`config.mk`:
```
export PLATFORM = sky130hd
export DESIGN_NAME = stage_sequencer
export DESIGN_NICKNAME = d
export VERILOG_FILES = /design/src/rtl/nrisc_pkg.sv /design/src/rtl/stage_watchdog.sv /design/src/rtl/stage_sequencer.sv
export SDC_FILE = /design/constraint.sdc
export NUM_CORES = 1
export LEC_CHECK = 0
export BUFFER_PORTS_ARGS = -buffer_cell sky130_fd_sc_hd__clkbuf_2
export CORE_MARGIN = 3
export CORE_UTILIZATION = 50
export DETAILED_ROUTE_END_ITERATION = 12
export PLACE_DENSITY = 0.76
export SLEW_MARGIN = 30
export SYNTH_ARGS = -nofsm -noshare
export SYNTH_HDL_FRONTEND = slang
export SYNTH_SLANG_ARGS = --single-unit
```
`constraint.sdc`:
```
create_clock -name clock -period 3.3 [get_ports clock]
set_clock_uncertainty 0.1 [all_clocks]
set_input_delay 0 -clock clock [delete_from_list [all_inputs] [get_ports clock]]
set_output_delay 0 -clock clock [all_outputs]
set_load 0.005 [all_outputs]
```
`src/rtl/nrisc_pkg.sv`:
```
// Shared definitions for the nRisc multi-cycle controller: stage indices,
// sequencer state encoding and the memory opcodes that need the ME stage.
package nrisc_pkg;

    localparam int NUM_STAGES = 7;

    localparam logic [2:0] ST_PC = 3'd0;
    localparam logic [2:0] ST_IM = 3'd1;
    localparam logic [2:0] ST_MX = 3'd2;
    localparam logic [2:0] ST_CT = 3'd3;
    localparam logic [2:0] ST_RT = 3'd4;
    localparam logic [2:0] ST_AL = 3'd5;
    localparam logic [2:0] ST_ME = 3'd6;

    localparam logic [3:0] ENC_IDLE  = 4'd0;
    localparam logic [3:0] ENC_PC    = 4'd1;
    localparam logic [3:0] ENC_IM    = 4'd2;
    localparam logic [3:0] ENC_MX    = 4'd3;
    localparam logic [3:0] ENC_CT    = 4'd4;
    localparam logic [3:0] ENC_RT    = 4'd5;
    localparam logic [3:0] ENC_AL    = 4'd6;
    localparam logic [3:0] ENC_ME    = 4'd7;
    localparam logic [3:0] ENC_ERROR = 4'd8;

    localparam logic [2:0] LOAD_OP  = 3'b110;
    localparam logic [2:0] STORE_OP = 3'b111;

    typedef enum logic [3:0] {
        IDLE  = ENC_IDLE,
        S_PC  = ENC_PC,
        S_IM  = ENC_IM,
        S_MX  = ENC_MX,
        S_CT  = ENC_CT,
        S_RT  = ENC_RT,
        S_AL  = ENC_AL,
        S_ME  = ENC_ME,
        ERROR = ENC_ERROR
    } seq_state_t;

    // True for the seven states that own a datapath stage.
    function automatic logic is_stage_state(input seq_state_t s);
        return (s != IDLE) && (s != ERROR);
    endfunction

    // Stage index owned by a stage state (0 for IDLE/ERROR, never used there).
    function automatic logic [2:0] stage_of(input seq_state_t s);
        logic [2:0] idx;
        idx = '0;
        case (s)
            S_PC:    idx = ST_PC;
            S_IM:    idx = ST_IM;
            S_MX:    idx = ST_MX;
            S_CT:    idx = ST_CT;
            S_RT:    idx = ST_RT;
            S_AL:    idx = ST_AL;
            S_ME:    idx = ST_ME;
            default: idx = '0;
        endcase
        return idx;
    endfunction

endpackage

```
`src/rtl/stage_watchdog.sv`:
```
// Cycle counter for a handshake waiter: cleared on each new wait, counts
// while enabled and flags expiry on the TIMEOUT-th enabled cycle.
module stage_watchdog #(
    parameter int TIMEOUT = 16
) (
    input  logic clock,
    input  logic reset,
    input  logic clear,
    input  logic enable,
    output logic expired
);

    localparam int            CW   = $clog2(TIMEOUT + 1);
    localparam logic [CW-1:0] LAST = CW'(TIMEOUT - 1);

    logic [CW-1:0] count;

    // Count enabled cycles since the last clear, holding at the expiry value.
    always_ff @(posedge clock) begin
        if (reset) begin
            count <= '0;
        end else if (clear) begin
            count <= '0;
        end else if (enable && (count != LAST)) begin
            count <= count + 1'b1;
        end
    end

    assign expired = enable && (count == LAST);

endmodule

```
`src/rtl/stage_sequencer.sv`:
```
// Multi-cycle controller for the 8-bit nRisc core: strobes each datapath
// stage in turn, waits for its done handshake, counts retired instructions
// and traps into ERROR when a stage never answers.
module stage_sequencer #(
    parameter int         TIMEOUT  = 16,
    parameter logic [2:0] LOAD_OP  = nrisc_pkg::LOAD_OP,
    parameter logic [2:0] STORE_OP = nrisc_pkg::STORE_OP
) (
    input  logic       clock,
    input  logic       reset,
    input  logic       run,
    input  logic       step,
    input  logic       halt_req,
    input  logic [2:0] operation,
    input  logic [6:0] stage_done,
    output logic [6:0] stage_start,
    output logic       busy,
    output logic       timeout_err,
    output logic [2:0] err_stage,
    output logic [7:0] retired
);

    import nrisc_pkg::*;

    seq_state_t state, state_n;
    logic       fresh;       // first cycle in the current state
    logic       by_step;     // current instruction was launched by step
    logic [2:0] op_q;        // opcode captured at MX done
    logic       in_stage;
    logic [2:0] cur_stage;
    logic       done_ok;     // accepted done for the current stage
    logic       wd_expired;
    logic       is_mem;
    logic       complete;
    logic       keep_running;

    assign in_stage     = is_stage_state(state);
    assign cur_stage    = stage_of(state);
    // A done that coincides with the strobe belongs to the previous use of
    // the stage, so only answers from the following cycle on are accepted.
    assign done_ok      = in_stage && !fresh && stage_done[cur_stage];
    assign is_mem       = (op_q == LOAD_OP) || (op_q == STORE_OP);
    assign keep_running = !by_step && run && !halt_req;

    stage_watchdog #(
        .TIMEOUT (TIMEOUT)
    ) u_watchdog (
        .clock   (clock),
        .reset   (reset),
        .clear   (state_n != state),
        .enable  (in_stage),
        .expired (wd_expired)
    );

    // Next-state selection and strobe/busy decode; done takes priority over expiry.
    always_comb begin
        state_n     = state;
        complete    = 1'b0;
        stage_start = '0;
        busy        = in_stage;
        if (in_stage && fresh) begin
            stage_start = 7'd1 << cur_stage;
        end
        case (state)
            IDLE: begin
                if ((run && !halt_req) || step) state_n = S_PC;
            end
            S_PC, S_IM, S_MX, S_CT, S_RT: begin
                if (done_ok)         state_n = seq_state_t'(state + 4'd1);
                else if (wd_expired) state_n = ERROR;
            end
            S_AL: begin
                if (done_ok) begin
                    if (is_mem) begin
                        state_n = S_ME;
                    end else begin
                        complete = 1'b1;
                        state_n  = keep_running ? S_PC : IDLE;
                    end
                end else if (wd_expired) begin
                    state_n = ERROR;
                end
            end
            S_ME: begin
                if (done_ok) begin
                    complete = 1'b1;
                    state_n  = keep_running ? S_PC : IDLE;
                end else if (wd_expired) begin
                    state_n = ERROR;
                end
            end
            ERROR:   state_n = ERROR;
            default: state_n = IDLE;
        endcase
    end

    // State register; fresh marks the strobe cycle of every newly entered state.
    always_ff @(posedge clock) begin
        if (reset) begin
            state <= IDLE;
            fresh <= 1'b0;
        end else begin
            state <= state_n;
            fresh <= (state_n != state);
        end
    end

    // Instruction bookkeeping: launch source, opcode capture, retire count, error capture.
    always_ff @(posedge clock) begin
        if (reset) begin
            by_step     <= 1'b0;
            op_q        <= '0;
            retired     <= '0;
            timeout_err <= 1'b0;
            err_stage   <= '0;
        end else begin
            if ((state == IDLE) && (state_n == S_PC)) by_step <= step;
            if ((state == S_MX) && done_ok)           op_q    <= operation;
            if (complete)                             retired <= retired + 8'd1;
            if (in_stage && (state_n == ERROR)) begin
                timeout_err <= 1'b1;
                err_stage   <= cur_stage;
            end
        end
    end

endmodule

```
==> flow_summary.toml, run 1 <==
[status]
status = "finished clean"

[logic_synthesis]
synth_edf_count = 0
yosys.area.top_type_share_pct = 29.0
synth_fp_nets = 237
ys_ff_latch = 25
yosys-top-cells-area = "dfxtp_1, nor2_1, ha_1"
synth_top_area_cell = "dfxtp_1"
netlist_area_um2 = 1730
synth.distinct_cells = 55
syn_inst = 215
ys_seq_area_share_pct = 29.0
async_flop_share_pct = 0
yosys_warnings = 0
synth-main-ff-cell = "dfxtp_1"
avgSynthCellArea_um2 = 8.03

[floorplan]
die_h_um = 64.7
dieWidth_um = 64.7
start_util_pct = 54.3
die_area_um2 = 4190
ios = 35
rows = 20
coreArea_um2 = 3180

[clock_network]
numCtsBuffers = 3
clock-root-buffer = "clkbuf_4"
htreeDepth = 1
cts_tree = "yes"
postCtsSetupBuffers = 0
clock_latency_ns = 0.31
clock_sinks = 25
path_clk_slew_ns = 0.13
clockBufferDepth = 2

[worst_hold_path]
hold_path_class = "input port to flip-flop"
min_path_cells = 5

[power]
p_int_w = 0.000436
switching_share_pct = 31.8
p_total_w = 0.000639
clockPowerShare_pct = 21.0
peakVddDrop_mv = 0.284
p_leak_nw = 0.778
cellPowerDensity_nw_per_um2 = 325
p_sw_w = 0.000203
comb_power_share_pct = 27.7
p_seq_share_pct = 51.3

[global_routing]
overflow = 0
grt_max_degree = 27
grt_pass1_vias = 1514
antenna_found_initial = 0
grt_pass1_wl_um = 6570
track_usage_pct = 19.1

[setup_path]
critPathKind = "flip-flop to flip-flop"
crit_path_end_kind = "flip-flop"
crit_fanout = 13
slowest_stage = "dfxtp_1"
path_cells = "ha_1 -> nand2_1 -> a211o_1 -> a41o_1 -> o21a_2 -> o211ai_1 -> o2111ai_1 -> a2111oi_2"
critical_path_buf_inv_count = 0
ff2ff_path_depth = 8
arrival_ns = 3.17
slowest_delay_ns = 0.57
startpoint_type = "flip-flop"
worstPathRequired_ns = 3.42
path_depth = 8
crit_family = "compound AO/OA/AOI/OAI gates"

[final_layout]
fin_area_um2 = 1970
final_core_util_pct = 61.9
diodes = 0
drive_gt1_share_pct = 22.4
synthToLayoutAreaGrowth_pct = 13.9
nets = 268

[place]
dpl-instance-area_um2 = 1900
dpl.hpwl_um = 2750
gp_congestion = 0.843
dp_slack_ns = 0.248
io_buffers = 33

[detailed_routing]
dr_total_vias = 1615
wl_per_cell_um = 12.9
wl_um = 3740
vias_per_cell = 5.59
drt_first_pass_iters = 4
drt_iter0_drc = 82
drtAntennaViolNets = 0
drc_errors = 0

[sta]
relSlewSlack_pct = 54.4
setup_tns_ns = 0
period_needed_ns = 3.06
rsz0062_at_grt = "no"
finalSetupViolCount = 0
hold_violations = 0
worstMarginPinSlew_ns = 0.683
drv_slew = 0
period_share_pct = 92.6
fmax_mhz = 327
layout_setup_ws_ns = 0.244

[job]
drv_cap = 0
-- registers in the layout (all words and copies together) (netlist names) --
register          cells
by_step               1
u_watchdog.count      5
fresh                 1
state                 4
err_stage             3
timeout_err           1
op_q                  2
retired               8
-- synth_stat cells (all sizes together), types with 3 or more instances --
cell and count:
ha 7, or3b 3, nor3 10, a21oi 14, xor2 3, buf 7
nor2 29, nand2 13, dfxtp 25, nand2b 4, inv 6, mux2i 9
nand4 3, and3 3, clkbuf 5, nand3 7, o21ai 7, nor2b 7
o211ai 6, or3 6, a211oi 5, xnor2 5, a21o 4
-- cell usage in the layout, fill, tap and decap left out, drive strengths merged, types with 2 or more instances in the layout --
cell and n:
clkbuf 36, nor2 29, dfxtp 25, a21oi 14, nand2 13, nor3 10
mux2i 9, nor2b 7, nand3 7, ha 7, o21ai 7, or3 6
inv 6, o211ai 6, xnor2 5, a211oi 5, nand2b 4, a21o 4
and3 3, or3b 3, nand4 3, xor2 3, dlygate4sd3 3, nor3b 2
and4 2, a22oi 2, or2 2, buf 2, nor4 2, a21boi 2
-- area by class of cell --
type                       count  area (um^2)
sequential                    25          502
inverter                       6         22.5
clock buffer                   3         22.5
tap                           44         55.1
clock inverter                 1         7.51
multi-input combinational    172         1150
timing repair buffer          38          210
fill                         309         1210
-- stage by stage --
stage,std cells,hold slack [ns]
after floorplan,215,0.0439
after global placement,282,0.144
after detailed placement,282,0.152
after CTS,289,0.0691
after global routing,289,0.131
final,289,0.0882
-- what timing repair did --
| action | 4_1_cts | 5_1_grt |
|---|---|---|
| endpoints found under the hold margin | 3 | 0 |
| hold buffers | 3 | 0 |
| resized for setup | 0 | 2 |
| endpoints found under the setup margin | 0 | 6 |
-- kinds of logic (layout without fill, tap and decap cells) --
family / Yosys count / count (layout) / synth area share (%)
multiplexers: 9 / 9 / 5.44
AND/OR/NAND/NOR: 97 / 97 / 30.0
XOR/XNOR: 8 / 8 / 4.06
adder cells (fa/ha/maj): 7 / 7 / 5.08
buffers and inverters: 18 / 48 / 4.71
AO/OA/AOI/OAI: 51 / 51 / 21.7
flip-flops: 25 / 25 / 29.0
-- worst register-to-register path, cell delays in order (launching register included) --
cell and delay (ns):
dfxtp_1 0.57, ha_1 0.55, nand2_1 0.14, a211o_1 0.31
a41o_1 0.26, o21a_2 0.18, o211ai_1 0.22, o2111ai_1 0.34
a2111oi_2 0.30
-- layer usage --
layer | up-vias | wire [um] | GRT usage, % | part of all wire (%)
li1 | 840 | - | - | -
met1 | 735 | 1840 | 26.1 | 49
met2 | 38 | 1700 | 31.5 | 46
met3 | 2 | 167 | 2.43 | 4.5
met4 | 0 | 21 | 5.28 | 0.56
met5 | - | 0 | 0 | 0
-- final timing paths --
check / from / end / slack (ns)
max: state[1] / u_watchdog.count[4] / 0.24
max reg2reg: state[1] / u_watchdog.count[4] / 0.24
min: halt_req / state[0] / 0.09
min reg2reg: err_stage[0] / err_stage[0] / 0.36
-- power by group through the flow --
| stage | clock (W) | sequential (W) | combinational [W] |
|---|---|---|---|
| floorplan | 0 | 0.000326 | 0.000137 |
| global placement | 0 | 0.000333 | 0.000170 |
| detailed placement | 0 | 0.000334 | 0.000171 |
| CTS | 0.000141 | 0.000327 | 0.000175 |
| global route | 0.000155 | 0.000330 | 0.000197 |
| finish | 0.000134 | 0.000328 | 0.000177 |
Note: power is estimated with default switching activity, not from simulation.
==> run 2, diff against run 1 <==
--- a/config.mk
+++ b/config.mk
@@ -7,9 +7,9 @@
 export LEC_CHECK = 0
 export BUFFER_PORTS_ARGS = -buffer_cell sky130_fd_sc_hd__clkbuf_2
 export CORE_MARGIN = 3
-export CORE_UTILIZATION = 50
+export CORE_UTILIZATION = 30
 export DETAILED_ROUTE_END_ITERATION = 12
-export PLACE_DENSITY = 0.76
+export PLACE_DENSITY = 0.51
 export SLEW_MARGIN = 30
 export SYNTH_ARGS = -nofsm -noshare
 export SYNTH_HDL_FRONTEND = slang
==> run 2 against run 1 <==
Net effect: combinational power increased by 6%; routed wire length increased by 12%; via count increased by 1.7%; setup slack improved by 0.17 ns; count of clock-buffer cells in the layout unchanged; sequential power decreased by 2%; non-clock buffer count increased by 5; clock power increased by 38%.
==> flow_summary.toml, run 2 (same netlist as run 1, synthesis figures left out) <==
[place]
dpl.hpwl_um = 3230
gp_congestion = 0.862
io_buffers = 33
dpl-instance-area_um2 = 1970
dp.cells = 313

[detailed_routing]
wl_um = 4170
dr_total_vias = 1642
drt_first_pass_iters = 4
drtAntennaViolNets = 0
vias_per_cell = 5.13
wl_per_cell_um = 13.0
drt_iter0_drc = 53
drc_errors = 0

[final_layout]
nets = 273
diodes = 0
fin_area_um2 = 2050
fillers = 581
largest_reg_flops = 8
mostFrequentLayoutCell = "clkbuf_2"
mostFrequentLayoutCells = "clkbuf_2, nor2_1, dfxtp_1"
multi_input_area_um2 = 1140
register_area_um2 = 500
top_regs = "retired: 8 flops, u_watchdog.count: 5 flops, state: 4 flops"
layout.cells.non_filler = 320
regMostFlops = "retired"
drive_gt1_share_pct = 23.2
synthToLayoutAreaGrowth_pct = 18.9

[worst_hold_path]
hold_path_class = "input port to flip-flop"
hold_end = "state[0]"
hp-start = "halt_req"
min_path_cells = 5

[floorplan]
die_area_um2 = 6700
rows = 26
die_h_um = 81.8
ios = 35
dieWidth_um = 81.8
start_util_pct = 32.3
coreArea_um2 = 5340

[sta]
finalSetupViolCount = 0
period_share_pct = 87.6
worstMarginPinSlew_ns = 0.587
hold_violations = 0
fmax_mhz = 346
period_needed_ns = 2.89
setup_tns_ns = 0
drv_slew = 0
relSlewSlack_pct = 60.9
rsz0062_at_grt = "no"

[setup_path]
crit_fanout = 10
r2r_end = "u_watchdog.count[4]"
rrSetupSlack_ns = 0.41
critPathKind = "flip-flop to flip-flop"
worstPathRequired_ns = 3.37
startpoint_type = "flip-flop"
arrival_ns = 2.96
slowest_delay_ns = 0.40
r2r_start = "state[0]"
path_cells = "inv_1 -> ha_1 -> nand2_1 -> a211o_1 -> a41o_1 -> o21a_2 -> o211ai_1 -> o2111ai_1 -> a2111oi_2"
crit_path_end_kind = "flip-flop"
ff2ff_path_depth = 9
slowest_stage = "ha_1"

[clock_network]
clockBufferDepth = 2
postCtsSetupBuffers = 0
clock-root-buffer = "clkbuf_8"
post_cts_resized = 0
numCtsBuffers = 3
cts_tree = "yes"
cts_hold_buf = 3
htreeDepth = 1
clock_sinks = 25
clock_latency_ns = 0.27
path_clk_slew_ns = 0.08

[global_routing]
antenna_found_initial = 0
grt_pass1_wl_um = 7180
grt_pass1_vias = 1524
track_usage_pct = 13.6
grt_max_degree = 27
overflow = 0

[power]
peakVddDrop_mv = 0.179
p_sw_w = 0.000218
clockPowerShare_pct = 26.5
p_int_w = 0.000477
comb_power_share_pct = 27.1
p_leak_nw = 0.815
p_seq_share_pct = 46.4
cellPowerDensity_nw_per_um2 = 339
switching_share_pct = 31.4

[status]
status = "finished clean"

[job]
drv_cap = 0
## run 2: cell types whose count changed in the layout (fill, tap and decap cells not counted)
cell / change
dfxtp_2: -1
ha_2: -1
clkbuf_8: +3
buf_4: +5
dfxtp_1: +1
ha_1: +1
clkbuf_4: -3
## run 2: worst max path at each step
stage / start / endpoint / slack [ns] / depth (start not counted)
floorplan: state[0] / err_stage[1] / 0.59 / 11
global placement: state[0] / u_watchdog.count[4] / 0.41 / 9
detailed placement: state[0] / u_watchdog.count[4] / 0.41 / 9
CTS: state[1] / u_watchdog.count[4] / 0.36 / 8
global route: state[0] / u_watchdog.count[4] / 0.07 / 9
finish: state[0] / u_watchdog.count[4] / 0.41 / 9
## run 2: area by class of cell
cell class	instances	area share, %
multi-input combinational	172	55.8
inverter	6	1.10
tap	70	4.27
clock inverter	1	0.366
timing repair buffer	43	12.1
clock buffer	3	2.01
sequential	25	24.4
## run 2: through the flow
stage | power, W | setup WS [ns] | utilization [%] | hold WS [ns]
5_1_grt | 0.000745 | 0.0744 | 38.4 | 0.193
4_1_cts | 0.000708 | 0.365 | 38.4 | 0.127
3_3_place_gp | 0.000516 | 0.413 | 37.0 | 0.147
3_5_place_dp | 0.000515 | 0.412 | 37.0 | 0.155
6_report | 0.000696 | 0.409 | 38.4 | 0.125
2_1_floorplan | 0.000463 | 0.594 | - | 0.0439
## run 2: power by group through the flow
stage	Sequential (W)	Clock, W	Combinational, W
4_1_cts	0.000323	0.000196	0.000189
3_5_place_dp	0.000330	0	0.000185
6_report	0.000323	0.000185	0.000188
5_1_grt	0.000325	0.000208	0.000213
2_1_floorplan	0.000326	0	0.000137
3_3_place_gp	0.000330	0	0.000186
## run 2: metal layers
metal  up-vias  global-route usage, %  part of all wire, %
met3         2                   2.30                  5.7
met4         0                   3.49                 0.60
met1       743                   18.9                   49
met2        46                   21.6                   45
met5         -                      0                    0
li1        851                      -                    -
## run 2: critical path, delay by kind of cell, from the launching register on
kind | cells | cell delay (ns)
DFF | 1 | 0.35
and+or+nand+nor | 1 | 0.26
AOI/OAI and AO/OA | 6 | 1.57
adders and majority gates | 1 | 0.40
buffers and inverters | 1 | 0.11
